**config.mk**
```make
export PLATFORM = sky130hd
export DESIGN_NAME = id_issue_buffer
export DESIGN_NICKNAME = d
export VERILOG_FILES = /design/src/rtl/id_issue_buffer.sv
export SDC_FILE = /design/constraint.sdc
export NUM_CORES = 1
export LEC_CHECK = 0
export ABC_AREA = 1
export CORE_MARGIN = 3
export CORE_UTILIZATION = 50
export DETAILED_ROUTE_END_ITERATION = 6
export PLACE_DENSITY_LB_ADDON = 0.25
export SYNTH_ARGS = -nofsm -noshare
export SYNTH_HDL_FRONTEND = slang
export SYNTH_SLANG_ARGS = --single-unit
```
**constraint.sdc**
```tcl
create_clock -name clk -period 4.9 [get_ports clk]
set_clock_uncertainty 0.1 [all_clocks]
set_input_delay 1.225 -clock clk [delete_from_list [all_inputs] [get_ports clk]]
set_output_delay 1.225 -clock clk [all_outputs]
set_load 0.005 [all_outputs]
```
**src/rtl/id_issue_buffer.sv**
```systemverilog
// Decode-to-execute issue buffer: in-order DEPTH-entry queue with valid/ready on both sides
// and a load-use scoreboard that holds back dependents of recently issued loads.
module id_issue_buffer #(
   parameter int unsigned DEPTH     = 4,
   parameter int unsigned REG_AW    = 5,
   parameter int unsigned PAYLOAD_W = 96,
   parameter int unsigned LOAD_LAT  = 1
) (
   input  logic                         clk,
   input  logic                         Rst,
   input  logic                         dbg,
   input  logic                         mem_hold,
   input  logic                         flush,
   input  logic                         in_valid,
   output logic                         in_ready,
   input  logic [REG_AW-1:0]            in_rd,
   input  logic [REG_AW-1:0]            in_rs1,
   input  logic [REG_AW-1:0]            in_rs2,
   input  logic                         in_use_rs1,
   input  logic                         in_use_rs2,
   input  logic                         in_regwrite,
   input  logic                         in_memread,
   input  logic [PAYLOAD_W-1:0]         in_payload,
   output logic                         out_valid,
   input  logic                         out_ready,
   output logic [REG_AW-1:0]            out_rd,
   output logic [REG_AW-1:0]            out_rs1,
   output logic [REG_AW-1:0]            out_rs2,
   output logic                         out_regwrite,
   output logic                         out_memread,
   output logic [PAYLOAD_W-1:0]         out_payload,
   output logic                         hz,
   output logic [$clog2(DEPTH):0]       count
);

   localparam int unsigned PTR_W = $clog2(DEPTH);
   localparam int unsigned CNT_W = PTR_W + 1;

   typedef struct packed {
      logic [REG_AW-1:0]    rd;
      logic [REG_AW-1:0]    rs1;
      logic [REG_AW-1:0]    rs2;
      logic                 use_rs1;
      logic                 use_rs2;
      logic                 regwrite;
      logic                 memread;
      logic [PAYLOAD_W-1:0] payload;
   } entry_t;

   entry_t                             mem_q [DEPTH];
   logic [PTR_W-1:0]                   rd_ptr_q, wr_ptr_q;
   logic [CNT_W-1:0]                   count_q;
   logic [LOAD_LAT-1:0]                sb_valid_q;
   logic [LOAD_LAT-1:0][REG_AW-1:0]    sb_rd_q;

   entry_t                             head, in_entry;
   logic                               freeze, full, empty, enq, issue;
   logic                               rs1_hit, rs2_hit, sb_new;
   logic [LOAD_LAT:0]                  sb_valid_ext;
   logic [LOAD_LAT:0][REG_AW-1:0]      sb_rd_ext;

   always_comb begin
      freeze   = dbg | mem_hold;
      full     = (count_q == CNT_W'(DEPTH));
      empty    = (count_q == '0);
      head     = mem_q[rd_ptr_q];
      in_entry = '{rd: in_rd, rs1: in_rs1, rs2: in_rs2, use_rs1: in_use_rs1,
                   use_rs2: in_use_rs2, regwrite: in_regwrite, memread: in_memread,
                   payload: in_payload};

      rs1_hit = 1'b0;
      rs2_hit = 1'b0;
      for (int i = 0; i < LOAD_LAT; i++) begin
         if (sb_valid_q[i] && (sb_rd_q[i] == head.rs1)) rs1_hit = 1'b1;
         if (sb_valid_q[i] && (sb_rd_q[i] == head.rs2)) rs2_hit = 1'b1;
      end

      // x0 is hardwired, so it never creates a dependency
      hz = !Rst && !empty && !freeze &&
           ((head.use_rs1 && (head.rs1 != '0) && rs1_hit) ||
            (head.use_rs2 && (head.rs2 != '0) && rs2_hit));

      out_valid = !Rst && !empty && !freeze && !hz && !flush;
      in_ready  = !Rst && !freeze && !full;
      enq       = in_valid && in_ready && !flush;
      issue     = out_valid && out_ready;
      sb_new    = issue && head.memread && (head.rd != '0);

      sb_valid_ext = {sb_valid_q, sb_new};
      sb_rd_ext    = {sb_rd_q, head.rd};

      out_rd       = Rst ? '0 : head.rd;
      out_rs1      = Rst ? '0 : head.rs1;
      out_rs2      = Rst ? '0 : head.rs2;
      out_regwrite = Rst ? 1'b0 : head.regwrite;
      out_memread  = Rst ? 1'b0 : head.memread;
      out_payload  = Rst ? '0 : head.payload;
      count        = Rst ? '0 : count_q;
   end

   always_ff @(posedge clk) begin
      if (Rst) begin
         rd_ptr_q   <= '0;
         wr_ptr_q   <= '0;
         count_q    <= '0;
         mem_q      <= '{default: '0};
         sb_valid_q <= '0;
         sb_rd_q    <= '0;
      end else if (!freeze) begin
         if (enq) begin
            mem_q[wr_ptr_q] <= in_entry;
            wr_ptr_q        <= wr_ptr_q + PTR_W'(1);
         end
         if (flush) begin
            rd_ptr_q <= wr_ptr_q;
            count_q  <= '0;
         end else begin
            if (issue) rd_ptr_q <= rd_ptr_q + PTR_W'(1);
            if (enq && !issue)      count_q <= count_q + CNT_W'(1);
            else if (!enq && issue) count_q <= count_q - CNT_W'(1);
         end
         // Loads already issued are older than anything flushed, so the scoreboard keeps them
         sb_valid_q <= sb_valid_ext[LOAD_LAT-1:0];
         sb_rd_q    <= sb_rd_ext[LOAD_LAT-1:0];
      end
   end

endmodule
```
==> flow_summary.json, run 1 <==
{
  "cp_top_family": "simple AND/OR/NAND/NOR gates",
  "path_cells": "inv_6, nand2_1, nand3_1, nand2_1, nand2_1, nand2_1, nor2_1, nand3_1, nor2_2, nor2_4, nor2_1, clkdlybuf4s50_1",
  "drc_errors": 0,
  "routed_wl_um": 64150,
  "root_buffer": "clkbuf_16",
  "core_area_sq_um": 40370,
  "fp-row-count": 73,
  "routabilityCongestion": 0.8063,
  "grt_overflow": 0,
  "synth.distinct_cells": 34,
  "cp-end-kind": "output pin",
  "dp_slack_ps": 639.4,
  "post_cts_buffers": 0,
  "startpoint": "rd_ptr_q[0]",
  "clock_path_buffers": 3,
  "power_leakage_nw": 7.809,
  "reg2regPathDepth": 17,
  "rsz0062_at_grt": "false",
  "cts-htree-levels": 2,
  "finalCritPeriodShare": 0.9469,
  "postSynthNetCount": 3003,
  "crit_path_max_incr_delay_ps": 520,
  "cp_max_fo": 97,
  "maxCapViolations": 0,
  "worstSetupPathType": "reg2out",
  "wire_per_inst_um": 18.30,
  "fin_crit_ps": 4640,
  "grt_pass1_wl_um": 102700,
  "synth_edf_count": 0,
  "clock_latency_ps": 570,
  "hold_viol": 0,
  "viasPerCell": 5.865,
  "synthCells": 2876,
  "regToRegSetupSlack_ps": 1540,
  "antenna_found_initial": 3,
  "dpl.hpwl_um": 35800,
  "worstHoldStart": "mem_q[279]",
  "drive_gt1_frac": 0.05106,
  "synth_largest_area_cell": "dfxtp_1",
  "finalMaxSlewViolations": 0,
  "maxSlewHeadroom": 0.2077,
  "cts_resized": 0,
  "crit_slowest_cell": "inv_6",
  "postCtsHoldBufs": 0,
  "vias": 20557,
  "yosys_register_bits": 473,
  "setup_violations": 0,
  "io_buffer_count": 240,
  "vdd_drop_max_uv": 256.5,
  "die_h_um": 209.6,
  "post-synth-top-count-cell": "a21oi_1",
  "dieWidth_um": 209.6,
  "numClockSinks": 473,
  "hp-class": "reg2reg",
  "yosys_warnings": 0,
  "total_power_mw": 8.325,
  "final_nets": 3066,
  "synth_area_per_cell_sq_um": 7.203,
  "power.density_nw_per_um2": 336.4,
  "synthesis.area_sq_um": 20720,
  "rr_endpoint": "count_q[2]",
  "io_pins": 241,
  "clk_pin_slew_ps": 60,
  "cts_tree": "done",
  "cp.buffers_inverters": 2,
  "synth_top_area_share": 0.4571,
  "status": "finished clean",
  "grt_pass1_vias": 19814,
  "track_usage": 0.2799,
  "worstPathRequired_ps": 3580,
  "die_area_sq_um": 43910,
  "path_common_cell": "nand2_1",
  "hold_end": "mem_q[279]",
  "synthFlopType": "dfxtp_1",
  "hold_path_depth": 2,
  "drt.antenna.violating_nets": 0,
  "tightestPinTransition_ps": 1188,
  "start_util": 0.5131,
  "drt_iter0_drc": 2108,
  "fin_ws_ps": 260.1,
  "cts_made_buffers": 50,
  "fin_tns_setup_ps": 0,
  "timing.rr.start": "rd_ptr_q[1]",
  "syn_to_final_growth_pct": 19.45,
  "ys_top_cells_by_area": "dfxtp_1 (46%), a21oi_1 (19%), o21ai_0 (10%), nand3_1 (6.8%), nand2_1 (6.3%)",
  "cp.depth": 12,
  "yosys-top-cells-count": "a21oi_1 (772), dfxtp_1 (473), o21ai_0 (422)",
  "async_flop_share": 0,
  "startpoint_type": "flip-flop",
  "grt_max_degree": 137,
  "synth_seq_area_share": 0.4571,
  "firstDrtPassIters": 6,
  "critPathArrivalTime_ps": 3310,
  "fmax_mhz": 215.5
}
==> kinds of logic after synthesis <==
| group | Yosys count | synth area share |
|---|---|---|
| XOR/XNOR | 1 | 0.0004229 |
| adder cells (fa/ha/maj) | 5 | 0.003382 |
| AO/OA/AOI/OAI | 1204 | 0.2918 |
| flip-flops | 473 | 0.4571 |
| buffers and inverters | 504 | 0.1000 |
| AND/OR/NAND/NOR | 689 | 0.1472 |
==> flip-flops by register name, summed over array words and instances (netlist names) <==
name        cells
count_q         3
mem_q         460
rd_ptr_q        2
sb_rd_q         5
sb_valid_q      1
wr_ptr_q        2
==> cell usage in the layout (no fill, tap or decap), types with 2 or more instances in the layout <==
master / synthesis / layout
nand2_2: 6 / 4
clkbuf_16: 0 / 53
buf_12: 0 / 7
nand4_1: 3 / 3
clkbuf_1: 184 / 12
nor2_4: 2 / 2
inv_1: 229 / 228
clkinv_2: 0 / 8
nand3_2: 6 / 6
inv_2: 3 / 2
o21ai_1: 2 / 2
o21ai_0: 422 / 422
buf_4: 16 / 34
a21oi_1: 772 / 772
nor2_1: 37 / 37
nand2_1: 345 / 343
clkbuf_8: 0 / 14
nand2_4: 1 / 4
ha_1: 4 / 2
ha_4: 0 / 2
dfxtp_1: 473 / 471
nor2_2: 4 / 4
inv_4: 1 / 2
clkdlybuf4s50_1: 0 / 239
o211ai_1: 3 / 3
bufinv_16: 0 / 2
dfxtp_4: 0 / 2
o31ai_1: 3 / 3
nand3_1: 282 / 282
diode_2: 0 / 3
==> routing by layer <==
metal / global-route usage / share of wire / vias to the layer above
met5: 0 / 0 / -
met4: 0.09423 / 0.024 / 0
met3: 0.04559 / 0.082 / 96
met2: 0.4702 / 0.47 / 886
met1: 0.3676 / 0.43 / 9723
li1: - / - / 9852
==> metrics by stage <==
stage               instances    util  area [sq um]  hold slack [ps]
floorplan                2876       -         20720            324.4
global placement         3412  0.5713         23070            333.0
detailed placement       3412  0.5713         23070            341.4
CTS                      3502  0.6128         24740            350.8
global route             3504  0.6129         24740            363.3
finish                   3505  0.6130         24750            349.3
==> final cells by class <==
class,count,area (sq um)
fillers,3699,15630
flip-flops and latches,473,9477
multi-input cells,1899,9234
repair buffers,281,2803
clock buffers,79,1564
inverters,234,895.9
well taps,525,656.9
clock inverters,11,108.9
diodes,3,7.507
==> worst reg2reg max path, delay by kind of cell (launching register included) <==
kind | cells | cell delay (ps)
and+or+nand+nor | 13 | 1450
DFF | 1 | 640
buffers and inverters | 2 | 520
adders and majority gates | 1 | 380
xor gates and xnor gates | 1 | 160
==> how the worst max path moves through the flow <==
stage          slack, ps         to
2_1_floorplan       1540  out_rd[2]
3_3_place_gp         600  out_valid
3_5_place_dp         640  out_valid
4_1_cts              280  out_rd[4]
5_1_grt               10         hz
6_report             260         hz
==> report_power, final <==
part	total [mW]	switching (mW)	internal [mW]
Sequential	3.88	0.0162	3.86
Combinational	0.623	0.383	0.239
Clock	3.82	1.54	2.28
Power figures use the tool's default switching activity.
==> inputs of run 2 (changes only) <==
--- a/config.mk
+++ b/config.mk
@@ -7,4 +7,5 @@
 export LEC_CHECK = 0
 export ABC_AREA = 1
+export CAP_MARGIN = 10
 export CORE_MARGIN = 3
 export CORE_UTILIZATION = 50
==> constraint.sdc (replaced) <==
create_clock -name clk -period 4.9 [get_ports clk]
set_clock_uncertainty 0.1 [all_clocks]
set_input_delay 0.735 -clock clk [delete_from_list [all_inputs] [get_ports clk]]
set_output_delay 0.735 -clock clk [all_outputs]
set_load 0.005 [all_outputs]
==> run 2 against run 1 <==
Compared with the run above: via count decreased by 0.70%; wire length fell by 0.53%; first-iteration DRC count down 9.3%; hold slack about the same; final cell count is 0.40% lower; die area unchanged; clock power grew 3%; maximum frequency rose by 2.5%; non-clock buffer count down 12; critical path type unchanged; highest routed layer unchanged.
==> flow_summary.json, run 2 (synthesis gave the netlist of run 1 again) <==
{
  "p_int_mw": 6.509,
  "timing.rr.start": "rd_ptr_q[0]",
  "grt_overflow": 0,
  "post_cts_buffers": 0,
  "tightestPinTransition_ps": 1047,
  "vdd_drop_max_uv": 273.3,
  "final_nets": 3055,
  "power.density_nw_per_um2": 341.6,
  "critPathArrivalTime_ps": 3690,
  "worstHoldStart": "mem_q[150]",
  "power_leakage_nw": 7.782,
  "dpl.hpwl_um": 35920,
  "routabilityCongestion": 0.8460,
  "final_common_cell": "a21oi_1",
  "hold_viol": 0,
  "grt_max_degree": 144,
  "maxSlewHeadroom": 0.3019,
  "worstPathRequired_ps": 4070,
  "setup_violations": 0,
  "hp-class": "reg2reg",
  "die_area_sq_um": 43910,
  "track_usage": 0.2758,
  "clkPwrFrac": 0.467,
  "routed_wl_um": 63820,
  "finalMaxSlewViolations": 0,
  "regMostFlops": "mem_q",
  "cp_max_fo": 55,
  "io_buffer_count": 240,
  "fin_crit_ps": 4526,
  "grt_pass1_wl_um": 100600,
  "fp-row-count": 73,
  "dp_slack_ps": 1012,
  "die_h_um": 209.6,
  "drt_iter0_drc": 1912,
  "pwr-share-comb": 0.072,
  "p_sw_mw": 1.931,
  "cts_resized": 0,
  "start_util": 0.5131,
  "fin_ws_ps": 374.1,
  "clock_latency_ps": 580,
  "top_regs": "mem_q: 460 flops, sb_rd_q: 5 flops, count_q: 3 flops",
  "io_pins": 241,
  "postCtsHoldBufs": 0,
  "drive_gt1_frac": 0.04759,
  "syn_to_final_growth_pct": 19.25,
  "wire_per_inst_um": 18.28,
  "final_cell_mix": "a21oi_1 (772), dfxtp_1 (471), o21ai_0 (422), nand2_1 (343), nand3_1 (282)",
  "power_frac_seq": 0.461,
  "rsz0062_at_grt": "false",
  "drt.antenna.violating_nets": 0,
  "cts_tree": "done",
  "viasPerCell": 5.848,
  "vias": 20414,
  "grt_pass1_vias": 18843,
  "swShare": 0.2288,
  "clock_path_buffers": 3,
  "startpoint": "rd_ptr_q[1]",
  "core_area_sq_um": 40370,
  "dieWidth_um": 209.6,
  "largest_reg_flops": 460,
  "firstDrtPassIters": 5,
  "finalCritPeriodShare": 0.9236,
  "cts_made_buffers": 51,
  "status": "finished clean",
  "root_buffer": "clkbuf_16",
  "maxCapViolations": 0,
  "numClockSinks": 473,
  "clk_pin_slew_ps": 60,
  "cp-end-kind": "output pin",
  "worstSetupPathType": "reg2out",
  "fin_tns_setup_ps": 0,
  "drc_errors": 0,
  "antenna_found_initial": 2,
  "cts-htree-levels": 2,
  "startpoint_type": "flip-flop",
  "fmax_mhz": 221.0
}
[run 2: worst paths after layout]
check             depth (start not counted)  slack [ps]    endpoint
setup / recovery                         11         370          hz
hold / removal                            2         350  mem_q[150]
setup reg to reg                         18        1450  count_q[2]
hold reg to reg                           2         350  mem_q[150]
[run 2: power groups by stage]
stage	registers, mW	logic, mW	clock network, mW
floorplan	3.96	0.310	0
global placement	3.97	0.591	0
detailed placement	3.97	0.596	0
CTS	3.89	0.600	4.00
global route	3.89	0.655	4.17
finish	3.89	0.607	3.95
[run 2: area by class of cell]
class | count | area (sq um)
fillers | 3632 | 15670
flip-flops and latches | 473 | 9477
multi-input cells | 1899 | 9234
repair buffers | 269 | 2700
clock buffers | 77 | 1578
inverters | 234 | 895.9
well taps | 525 | 656.9
clock inverters | 11 | 155.1
diodes | 3 | 7.507
[run 2: layer usage]
metal / up-vias / wire, um / global-route usage
met3: 105 / 4930 / 0.04634
met5: - / 0 / 0
met1: 9700 / 27550 / 0.3698
met2: 779 / 29630 / 0.4542
li1: 9830 / - / -
met4: 0 / 1699 / 0.09145
[run 2: critical path: stages (launching register included)]
cell	delay [ps]
dfxtp_4	850
inv_4	350
nand3_1	230
nand2_1	120
nand2_1	70
nand2_1	50
nor2_1	180
nand3_1	120
nor2_2	230
nor2_4	70
nor2_1	240
clkdlybuf4s50_1	560
[run 2: stage by stage]
step | instance area [sq um] | cells | hold slack, ps | power, mW | utilization
floorplan | 20720 | 2876 | 324.4 | 4.267 | -
global placement | 22960 | 3400 | 335.6 | 4.562 | 0.5688
detailed placement | 22960 | 3400 | 341.6 | 4.568 | 0.5688
CTS | 24700 | 3488 | 350.2 | 8.489 | 0.6117
global route | 24700 | 3489 | 364.9 | 8.711 | 0.6118
finish | 24700 | 3491 | 349.2 | 8.440 | 0.6119
==> inputs of run 3 (changes only) <==
CELL_PAD_IN_SITES_DETAIL_PLACEMENT = 0   (was unset)
CELL_PAD_IN_SITES_GLOBAL_PLACEMENT = 1   (was unset)
CORE_UTILIZATION = 44   (was 50)
==> run 3 against run 2 <==
Compared with the run above: combinational power rose by 0.7%; sequential share of layout area barely moved; non-clock buffer count unchanged; highest routed layer is now met5; utilization is 7.4 points lower; final cell count grew 2.2%; flip-flop and latch count did not move; critical endpoint is now out_valid; first-iteration DRC count shrank 5.8%; largest cell class unchanged; critical path type unchanged; setup slack got worse by 220 ps.
==> flow_summary.json, run 3 (synthesis gave the netlist of run 1 again) <==
{
  "status": "finished clean",
  "maxSlewHeadroom": 0.1911,
  "power_leakage_nw": 7.741,
  "regMostFlops": "mem_q",
  "startpoint_type": "flip-flop",
  "swShare": 0.2379,
  "numClockSinks": 473,
  "root_buffer": "clkbuf_16",
  "firstDrtPassIters": 6,
  "start_util": 0.4507,
  "postCtsHoldBufs": 0,
  "dpl.hpwl_um": 36040,
  "final_common_cell": "a21oi_1",
  "drive_gt1_frac": 0.04720,
  "finalCritPeriodShare": 0.9693,
  "cp-end-kind": "output pin",
  "finalMaxSlewViolations": 0,
  "core_area_sq_um": 45970,
  "critPathArrivalTime_ps": 3910,
  "grt_max_degree": 154,
  "antenna_found_initial": 3,
  "gr-usage-met1": 0.3562,
  "cp_max_fo": 115,
  "cts-htree-levels": 2,
  "hold_viol": 0,
  "die_h_um": 223.0,
  "fin_crit_ps": 4750,
  "viasPerCell": 5.604,
  "clock_latency_ps": 590,
  "use_met3": 0.04092,
  "vias": 19996,
  "grt.busiest_layer": "met2",
  "p_int_mw": 6.354,
  "final_cell_mix": "a21oi_1 (772), dfxtp_1 (471), o21ai_0 (422), nand2_1 (343), nand3_1 (282)",
  "syn_to_final_growth_pct": 19.38,
  "drc_errors": 0,
  "vdd_drop_max_uv": 277.5,
  "track_usage": 0.2481,
  "drt_iter0_drc": 1802,
  "grt_pass1_wl_um": 102000,
  "dieWidth_um": 223.0,
  "cts_tree": "done",
  "maxCapViolations": 0,
  "die_area_sq_um": 49720,
  "power.density_nw_per_um2": 337.1,
  "crit_slowest_cell": "dfxtp_4",
  "fp-row-count": 78,
  "placed_area_sq_um": 23060,
  "routabilityCongestion": 0.7856,
  "wire_per_inst_um": 18.04,
  "place_inst": 3475,
  "rsz0062_at_grt": "false",
  "grt_pass1_vias": 18649,
  "largest_reg_flops": 460,
  "worstSetupPathType": "reg2out",
  "final_nets": 3055,
  "path_common_cell": "nand2_1",
  "drt.antenna.violating_nets": 0,
  "hp-class": "reg2reg",
  "total_power_mw": 8.337,
  "crit_path_max_incr_delay_ps": 620,
  "clkPwrFrac": 0.461,
  "setup_violations": 0,
  "fin_tns_setup_ps": 0,
  "grt_overflow": 0,
  "power_frac_seq": 0.466,
  "p_sw_mw": 1.983,
  "pwr-share-comb": 0.073,
  "io_buffer_count": 240,
  "design_area_sq_um": 24730,
  "clock_path_buffers": 3,
  "top_regs": "mem_q: 460 flops, sb_rd_q: 5 flops, count_q: 3 flops",
  "clk_pin_slew_ps": 60,
  "io_pins": 241,
  "worstPathRequired_ps": 4070,
  "met2_usage": 0.3935,
  "cts_made_buffers": 51,
  "tightestPinTransition_ps": 1213,
  "path_cells": "inv_6, nand2_1, nand3_1, nand2_1, nand2_1, nor2_1, nor2_1, nor2_2, nor2_2, nor4_1, buf_4, clkdlybuf4s50_1",
  "fmax_mhz": 210.5,
  "routed_wl_um": 64350,
  "final_cells": 3568
}
-- run 3: worst paths after layout --
check	from	endpoint	slack (ps)	cells after the start
worst min register to register	mem_q[458]	mem_q[458]	350	2
worst min-delay path	mem_q[458]	mem_q[458]	350	2
worst max register to register	rd_ptr_q[0]	count_q[2]	1400	18
worst max-delay path	rd_ptr_q[0]	out_valid	150	12
-- run 3: repair_timing --
action | 4_1_cts | 5_1_grt
resized for setup | 0 | 1
endpoints found under the setup margin | 0 | 1
buffers inserted | 0 | 0
-- run 3: per-stage QoR --
step,hold WS [ps],utilization,worst slack (ps)
2_1_floorplan,324.4,-,2317
3_3_place_gp,333.6,0.5017,907.7
3_5_place_dp,342.2,0.5017,981.5
4_1_cts,351.6,0.5378,316.3
5_1_grt,362.3,0.5379,55.49
6_report,346.8,0.5380,150.5
-- run 3: worst max-delay path, delay by kind of cell, from the launching register on --
family	cells	cell delay (ps)
buffers and inverters	3	1030
DFF	1	620
and+or+nand+nor	9	1440
-- run 3: routing by layer --
| metal | up-vias | share of wire |
|---|---|---|
| met4 | 2 | 0.014 |
| met5 | - | 0.00020 |
| met2 | 623 | 0.45 |
| met1 | 9453 | 0.46 |
| met3 | 71 | 0.068 |
| li1 | 9847 | - |
-- run 3: power groups by stage --
stage               combinational, mW  clock (mW)  sequential (mW)
floorplan                       0.310           0             3.96
finish                          0.611        3.84             3.88
CTS                             0.608        3.92             3.88
detailed placement              0.605           0             3.97
global route                    0.667        4.08             3.88
global placement                0.600           0             3.97
-- run 3: layout make-up --
cell class / instances / area, sq um
multi-input cells: 1899 / 9234
flip-flops and latches: 473 / 9477
repair buffers: 269 / 2700
clock buffers: 75 / 1488
diodes: 2 / 5.005
well taps: 600 / 750.7
fillers: 4457 / 21240
inverters: 234 / 900.9
clock inverters: 16 / 175.2
